## src/rtl/interrupt_controller.sv

```systemverilog
// Interrupt controller: synchronises four level requests, arbitrates by fixed
// priority at instruction boundaries, and steers the sequencer to a vector.
module interrupt_controller (
  input  logic        CLK,
  input  logic        RESET_N,
  input  logic        FETCH,
  input  logic        DECODE,
  input  logic        EXECUTE,
  input  logic        COMMIT,
  input  logic        EIX,
  input  logic        DIX,
  input  logic        RETIX,
  input  logic        PC_ENX,
  input  logic [3:0]  IRQ,
  input  logic [3:0]  INT_MASK,
  output logic        INT_REQ,
  output logic [15:0] INT_VECTOR,
  output logic [3:0]  INT_ACK,
  output logic        IE,
  output logic        IN_SERVICE,
  output logic        WAKE
);

  typedef enum logic [1:0] {
    IDLE    = 2'd0,
    PENDING = 2'd1,
    SERVICE = 2'd2
  } state_t;

  state_t      state_reg, state_next;
  logic [3:0]  sync1_reg, sync2_reg;
  logic [1:0]  idx_reg, idx_next;
  logic        ie_reg, ie_next;
  logic        ei_pend_reg, ei_pend_next;
  logic [3:0]  ack_reg, ack_next;
  logic        wake_reg, wake_next;
  logic [3:0]  pending;
  logic [1:0]  first_idx;
  logic        take_point;

  // Phase strobes other than FETCH/COMMIT carry no meaning for this block.
  logic unused_phases;
  assign unused_phases = DECODE ^ EXECUTE;

  assign pending    = sync2_reg & INT_MASK;
  assign take_point = COMMIT || !PC_ENX;

  // Two-flop synchroniser for the asynchronous request lines.
  always_ff @(posedge CLK or negedge RESET_N) begin
    if (!RESET_N) begin
      sync1_reg <= '0;
      sync2_reg <= '0;
    end else begin
      sync1_reg <= IRQ;
      sync2_reg <= sync1_reg;
    end
  end

  // Fixed priority: the lowest-numbered pending line wins.
  always_comb begin
    first_idx = 2'd0;
    casez (pending)
      4'b???1: first_idx = 2'd0;
      4'b??10: first_idx = 2'd1;
      4'b?100: first_idx = 2'd2;
      4'b1000: first_idx = 2'd3;
      default: first_idx = 2'd0;
    endcase
  end

  // Control state, latched index, enable flags and the one-cycle pulses.
  always_ff @(posedge CLK or negedge RESET_N) begin
    if (!RESET_N) begin
      state_reg   <= IDLE;
      idx_reg     <= 2'd0;
      ie_reg      <= 1'b0;
      ei_pend_reg <= 1'b0;
      ack_reg     <= '0;
      wake_reg    <= 1'b0;
    end else begin
      state_reg   <= state_next;
      idx_reg     <= idx_next;
      ie_reg      <= ie_next;
      ei_pend_reg <= ei_pend_next;
      ack_reg     <= ack_next;
      wake_reg    <= wake_next;
    end
  end

  // Next-state logic; DIX is applied last so it overrides any IE set.
  always_comb begin
    state_next   = state_reg;
    idx_next     = idx_reg;
    ie_next      = ie_reg;
    ei_pend_next = ei_pend_reg;
    ack_next     = '0;
    wake_next    = 1'b0;

    // A deferred EIX takes effect at the commit of the following instruction.
    if (ei_pend_reg && COMMIT) begin
      ie_next      = 1'b1;
      ei_pend_next = 1'b0;
    end
    if (EIX && (state_reg != SERVICE)) begin
      ei_pend_next = 1'b1;
    end

    case (state_reg)
      IDLE: begin
        if (take_point && ie_reg && (pending != 4'd0) && !DIX) begin
          state_next = PENDING;
          idx_next   = first_idx;
          wake_next  = !PC_ENX;
        end
      end
      PENDING: begin
        if (DIX) begin
          state_next = IDLE;
        end else if (FETCH) begin
          state_next   = SERVICE;
          ack_next     = 4'b0001 << idx_reg;
          ie_next      = 1'b0;
          ei_pend_next = 1'b0;
        end
      end
      SERVICE: begin
        if (RETIX) begin
          state_next = IDLE;
          ie_next    = 1'b1;
        end
      end
      default: state_next = IDLE;
    endcase

    if (DIX) begin
      ie_next      = 1'b0;
      ei_pend_next = 1'b0;
    end
  end

  // Output decode from registered state.
  always_comb begin
    INT_REQ    = (state_reg == PENDING);
    IN_SERVICE = (state_reg == SERVICE);
    INT_VECTOR = 16'h0000;
    if (state_reg != IDLE) begin
      INT_VECTOR = 16'h0010 + {12'd0, idx_reg, 2'b00};
    end
    INT_ACK = ack_reg;
    IE      = ie_reg;
    WAKE    = wake_reg;
  end

endmodule
```

## config.mk

```make
export PLATFORM = sky130hd
export DESIGN_NAME = interrupt_controller
export DESIGN_NICKNAME = d
export VERILOG_FILES = /design/src/rtl/interrupt_controller.sv
export SDC_FILE = /design/constraint.sdc
export NUM_CORES = 1
export LEC_CHECK = 0
export CORE_MARGIN = 3
export CORE_UTILIZATION = 40
export CTS_CLUSTER_DIAMETER = 60
export DETAILED_ROUTE_END_ITERATION = 7
export GPL_TIMING_DRIVEN = 1
export PLACE_DENSITY = 0.78
export SLEW_MARGIN = 5
export SYNTH_ARGS = -nofsm -noshare
export SYNTH_HDL_FRONTEND = slang
export SYNTH_SLANG_ARGS = --single-unit
```

## constraint.sdc

```tcl
create_clock -name CLK -period 1.89 [get_ports CLK]
set_input_delay 0.189 -clock CLK [delete_from_list [all_inputs] [get_ports CLK]]
set_output_delay 0.189 -clock CLK [all_outputs]
set_load 0.03 [all_outputs]
```

==> results.cfg <==
[run_status]
status = complete, no violations

[placement]
place.detailed.hpwl_um = 1280
gp_congestion = 0.798
numPlacedInstances = 131
portBuffers = 26

[power]
p_int_uw = 697
power_density_nw_per_um2 = 936
net_switching_power_of_the_design_uw = 422
combPwrFrac_pct = 38.1
ir_drop_mv = 0.566
switching_share_pct = 37.7
report.power.total_mw = 1.12
p_leak_nw = 0.554
p_clk_share_pct = 18.0
power.sequential.fraction_pct = 43.9

[worst_setup_path]
worst_ep_required_time_ns = 1.70
critPathSlowestCell = sky130_fd_sc_hd__dlygate4sd2_1
setup.worst_path.end_class = primary output
worst-r2r-setup-slack_ns = 0.41
ff2ff_path_depth = 6
timing.critical_path.mode_cell = sky130_fd_sc_hd__inv_1
crit_start_category = flip-flop
critical-path-max-stage-delay_ns = 0.41
critPathKind = reg -> out
path_max_fanout = 6
cp_cell_sequence = inv_1 -> ha_1 -> inv_1 -> dlygate4sd2_1
crit-reg2reg-capture = state_reg[1]$_DFFE_PN0P_
arrival_worst_endpoint_ns = 1.58
critical_path.reg2reg.startpoint = state_reg[1]$_DFFE_PN0P_

[logic_synthesis]
synth_top_area_share_pct = 51.4
netlist_area_sq_um = 925
synth_largest_area_cell = sky130_fd_sc_hd__dfrtp_1
yosys_warnings = 0
ys_async_sr_fraction_pct = 100
yosysUniqueCellTypes = 29
synthesis.area_per_instance_sq_um = 11.9
synth.most_common_cell = sky130_fd_sc_hd__dfrtp_1
synthCells = 78
synth_edf_count = 0
ys.flop_type = sky130_fd_sc_hd__dfrtp_1
synth_sequential_area_ratio_pct = 51.4
synth-seq-cells = 19
top_post_synthesis_cells_by_count = sky130_fd_sc_hd__dfrtp_1 (19), sky130_fd_sc_hd__buf_4 (13), sky130_fd_sc_hd__inv_1 (7)
ys_top_cells_by_area = sky130_fd_sc_hd__dfrtp_1 (51%), sky130_fd_sc_hd__buf_4 (11%), sky130_fd_sc_hd__ha_1 (4.1%)

[clock_tree]
cts-hold-fix-buffers = 0
clk-insertion-delay-late_ns = 0.30
clk_root_buffer_cell = sky130_fd_sc_hd__clkbuf_4
clk_path_buf_depth = 2
cts_sinks = 19
cts_made_buffers = 3
cts_post_setup_buffers_inserted = 0
tritoncts = built
clkTransAtPathRegs_ns = 0.11
ctsHtreeMaxLevel = 1

[floorplan]
io_pins = 42
die-height_um = 54.1
design.die.area_sq_um = 2920
initial_utilization_pct = 44.4
rows = 16
floorplan.core_area_sq_um = 2080
die_width_um = 54.1

[route]
drt_pass1_iterations = 4
detailedRoute.firstIterationViolations = 5
detail_route_antenna_nets = 0
aggregate_routed_wire_length_um = 1610
drc = 0
post_drt_via_cell_ratio = 4.70
routed_wire_length_per_instance_um = 12.0
vias = 634

[sta]
timing.final.hold_violations = 0
maxClockFrequency_ghz = 0.567
finalCriticalPeriod_ns = 1.77
grt_setup_unrepaired = no
worst_clock_skew_ns = 0.00514
final-setup-viol-count = 0
drv_slew = 0
period_share_pct = 93.4
fin_tns_setup_ns = 0

[global_routing]
grt_use_total_pct = 12.9
globalRouteOverflowTotal = 0
grt_first_pass_wirelength_um = 2590
grt_start_max_net_pins = 20
antenna_found_initial = 0
via_count_of_the_first_global_routing_pass = 614

[layout]
filler_cell_count = 183
antennaDiodeCount = 0
finalNetCount = 130
layout.core_utilization_pct = 57.4
drive_above_1_share_pct = 13.9
syn2layout_area_growth_pct = 29.2
final_cell_count_no_fill = 135

[min_path]
hold_class = in -> async

[run]
timing.max_cap.violations = 0
[stage by stage]
stage | setup slack, ns | area (sq um) | hold WS [ns]
floorplan | 0.411 | 970 | -0.107
global placement | 0.206 | 1170 | 0.334
detailed placement | 0.195 | 1170 | 0.335
CTS | 0.110 | 1190 | 0.203
global route | 0.0120 | 1190 | 0.207
finish | 0.125 | 1190 | 0.202
[critical path, delay by kind of cell (launching register included)]
kind | cells | cell delay (ns)
buf+inv | 3 | 0.61
flops | 1 | 0.39
fa+ha+maj | 1 | 0.28
[layout by cell type (no fill, tap or decap)]
cell	synthesis	routed
sky130_fd_sc_hd__clkdlybuf4s50_1	0	21
sky130_fd_sc_hd__dfrtp_1	19	19
sky130_fd_sc_hd__conb_1	1	13
sky130_fd_sc_hd__inv_1	7	7
sky130_fd_sc_hd__dlygate4sd2_1	0	5
sky130_fd_sc_hd__nand2_1	3	3
sky130_fd_sc_hd__a21oi_1	3	3
sky130_fd_sc_hd__ha_1	3	3
sky130_fd_sc_hd__clkbuf_4	0	3
sky130_fd_sc_hd__nor3b_1	2	2
sky130_fd_sc_hd__nor2b_1	2	2
sky130_fd_sc_hd__a211oi_1	2	2
sky130_fd_sc_hd__nand2b_1	2	2
sky130_fd_sc_hd__nor2_1	2	2
sky130_fd_sc_hd__a22oi_2	2	2
sky130_fd_sc_hd__a31oi_1	2	2
sky130_fd_sc_hd__and2b_2	1	1
sky130_fd_sc_hd__nor3_1	1	1
sky130_fd_sc_hd__a22oi_1	1	1
sky130_fd_sc_hd__inv_2	1	1
sky130_fd_sc_hd__nor2b_4	1	1
sky130_fd_sc_hd__nor3_2	1	1
sky130_fd_sc_hd__o211ai_2	1	1
sky130_fd_sc_hd__and4_1	1	1
sky130_fd_sc_hd__a2111oi_4	1	1
sky130_fd_sc_hd__o22ai_1	1	1
sky130_fd_sc_hd__o21bai_2	1	1
sky130_fd_sc_hd__o2bb2ai_1	1	1
sky130_fd_sc_hd__mux2i_1	1	1
sky130_fd_sc_hd__a32oi_1	1	1
sky130_fd_sc_hd__mux2_4	1	1
sky130_fd_sc_hd__clkinv_2	0	1
sky130_fd_sc_hd__buf_4	13	1
[routing by layer]
layer | wire length (um) | part of all wire [%] | GRT usage (%)
met1 | 672 | 42 | 15.2
met2 | 788 | 49 | 21.0
met3 | 129 | 8.0 | 4.43
met4 | 23 | 1.4 | 6.22
met5 | 0 | 0 | 0
[repair_timing]
action,in CTS,in global routing
gates resized for setup,5,0
setup endpoints to repair,5,0
endpoints found under the hold margin,0,0
[how the worst max path moves through the flow]
stage	cells after the start	endpoint	slack, ns	startpoint
detailed placement	4	INT_VECTOR[4]	0.19	state_reg[0]$_DFFE_PN0P_
global placement	4	INT_VECTOR[4]	0.21	state_reg[0]$_DFFE_PN0P_
floorplan	6	state_reg[1]$_DFFE_PN0P_	0.41	state_reg[0]$_DFFE_PN0P_
finish	4	INT_VECTOR[4]	0.12	state_reg[0]$_DFFE_PN0P_
CTS	4	INT_VECTOR[4]	0.11	state_reg[0]$_DFFE_PN0P_
global route	4	INT_VECTOR[4]	0.01	state_reg[1]$_DFFE_PN0P_
[cell families after synthesis]
family,synth area share [%]
buffers and inverters,13.8
AO/OA/AOI/OAI,16.2
multiplexers,2.71
adder cells (fa/ha/maj),4.06
flip-flops,51.4
AND/OR/NAND/NOR,11.4
other,0.406
[cell type report]
class,instances,area [sq um],area share [%]
tap,27,33.8,2.83
sequential,19,475,39.8
clock inverter,1,5.00,0.419
multi-input combinational,50,367,30.7
timing repair buffer,27,262,21.9
inverter,8,30.0,2.51
clock buffer,3,22.5,1.88
[power by group through the flow]
stage | registers [mW] | logic, mW | clock network [mW]
floorplan | 0.496 | 0.310 | 0
global placement | 0.496 | 0.435 | 0
detailed placement | 0.500 | 0.445 | 0
CTS | 0.492 | 0.425 | 0.213
global route | 0.498 | 0.461 | 0.233
finish | 0.491 | 0.426 | 0.201
(Power assumes the default switching activity.)
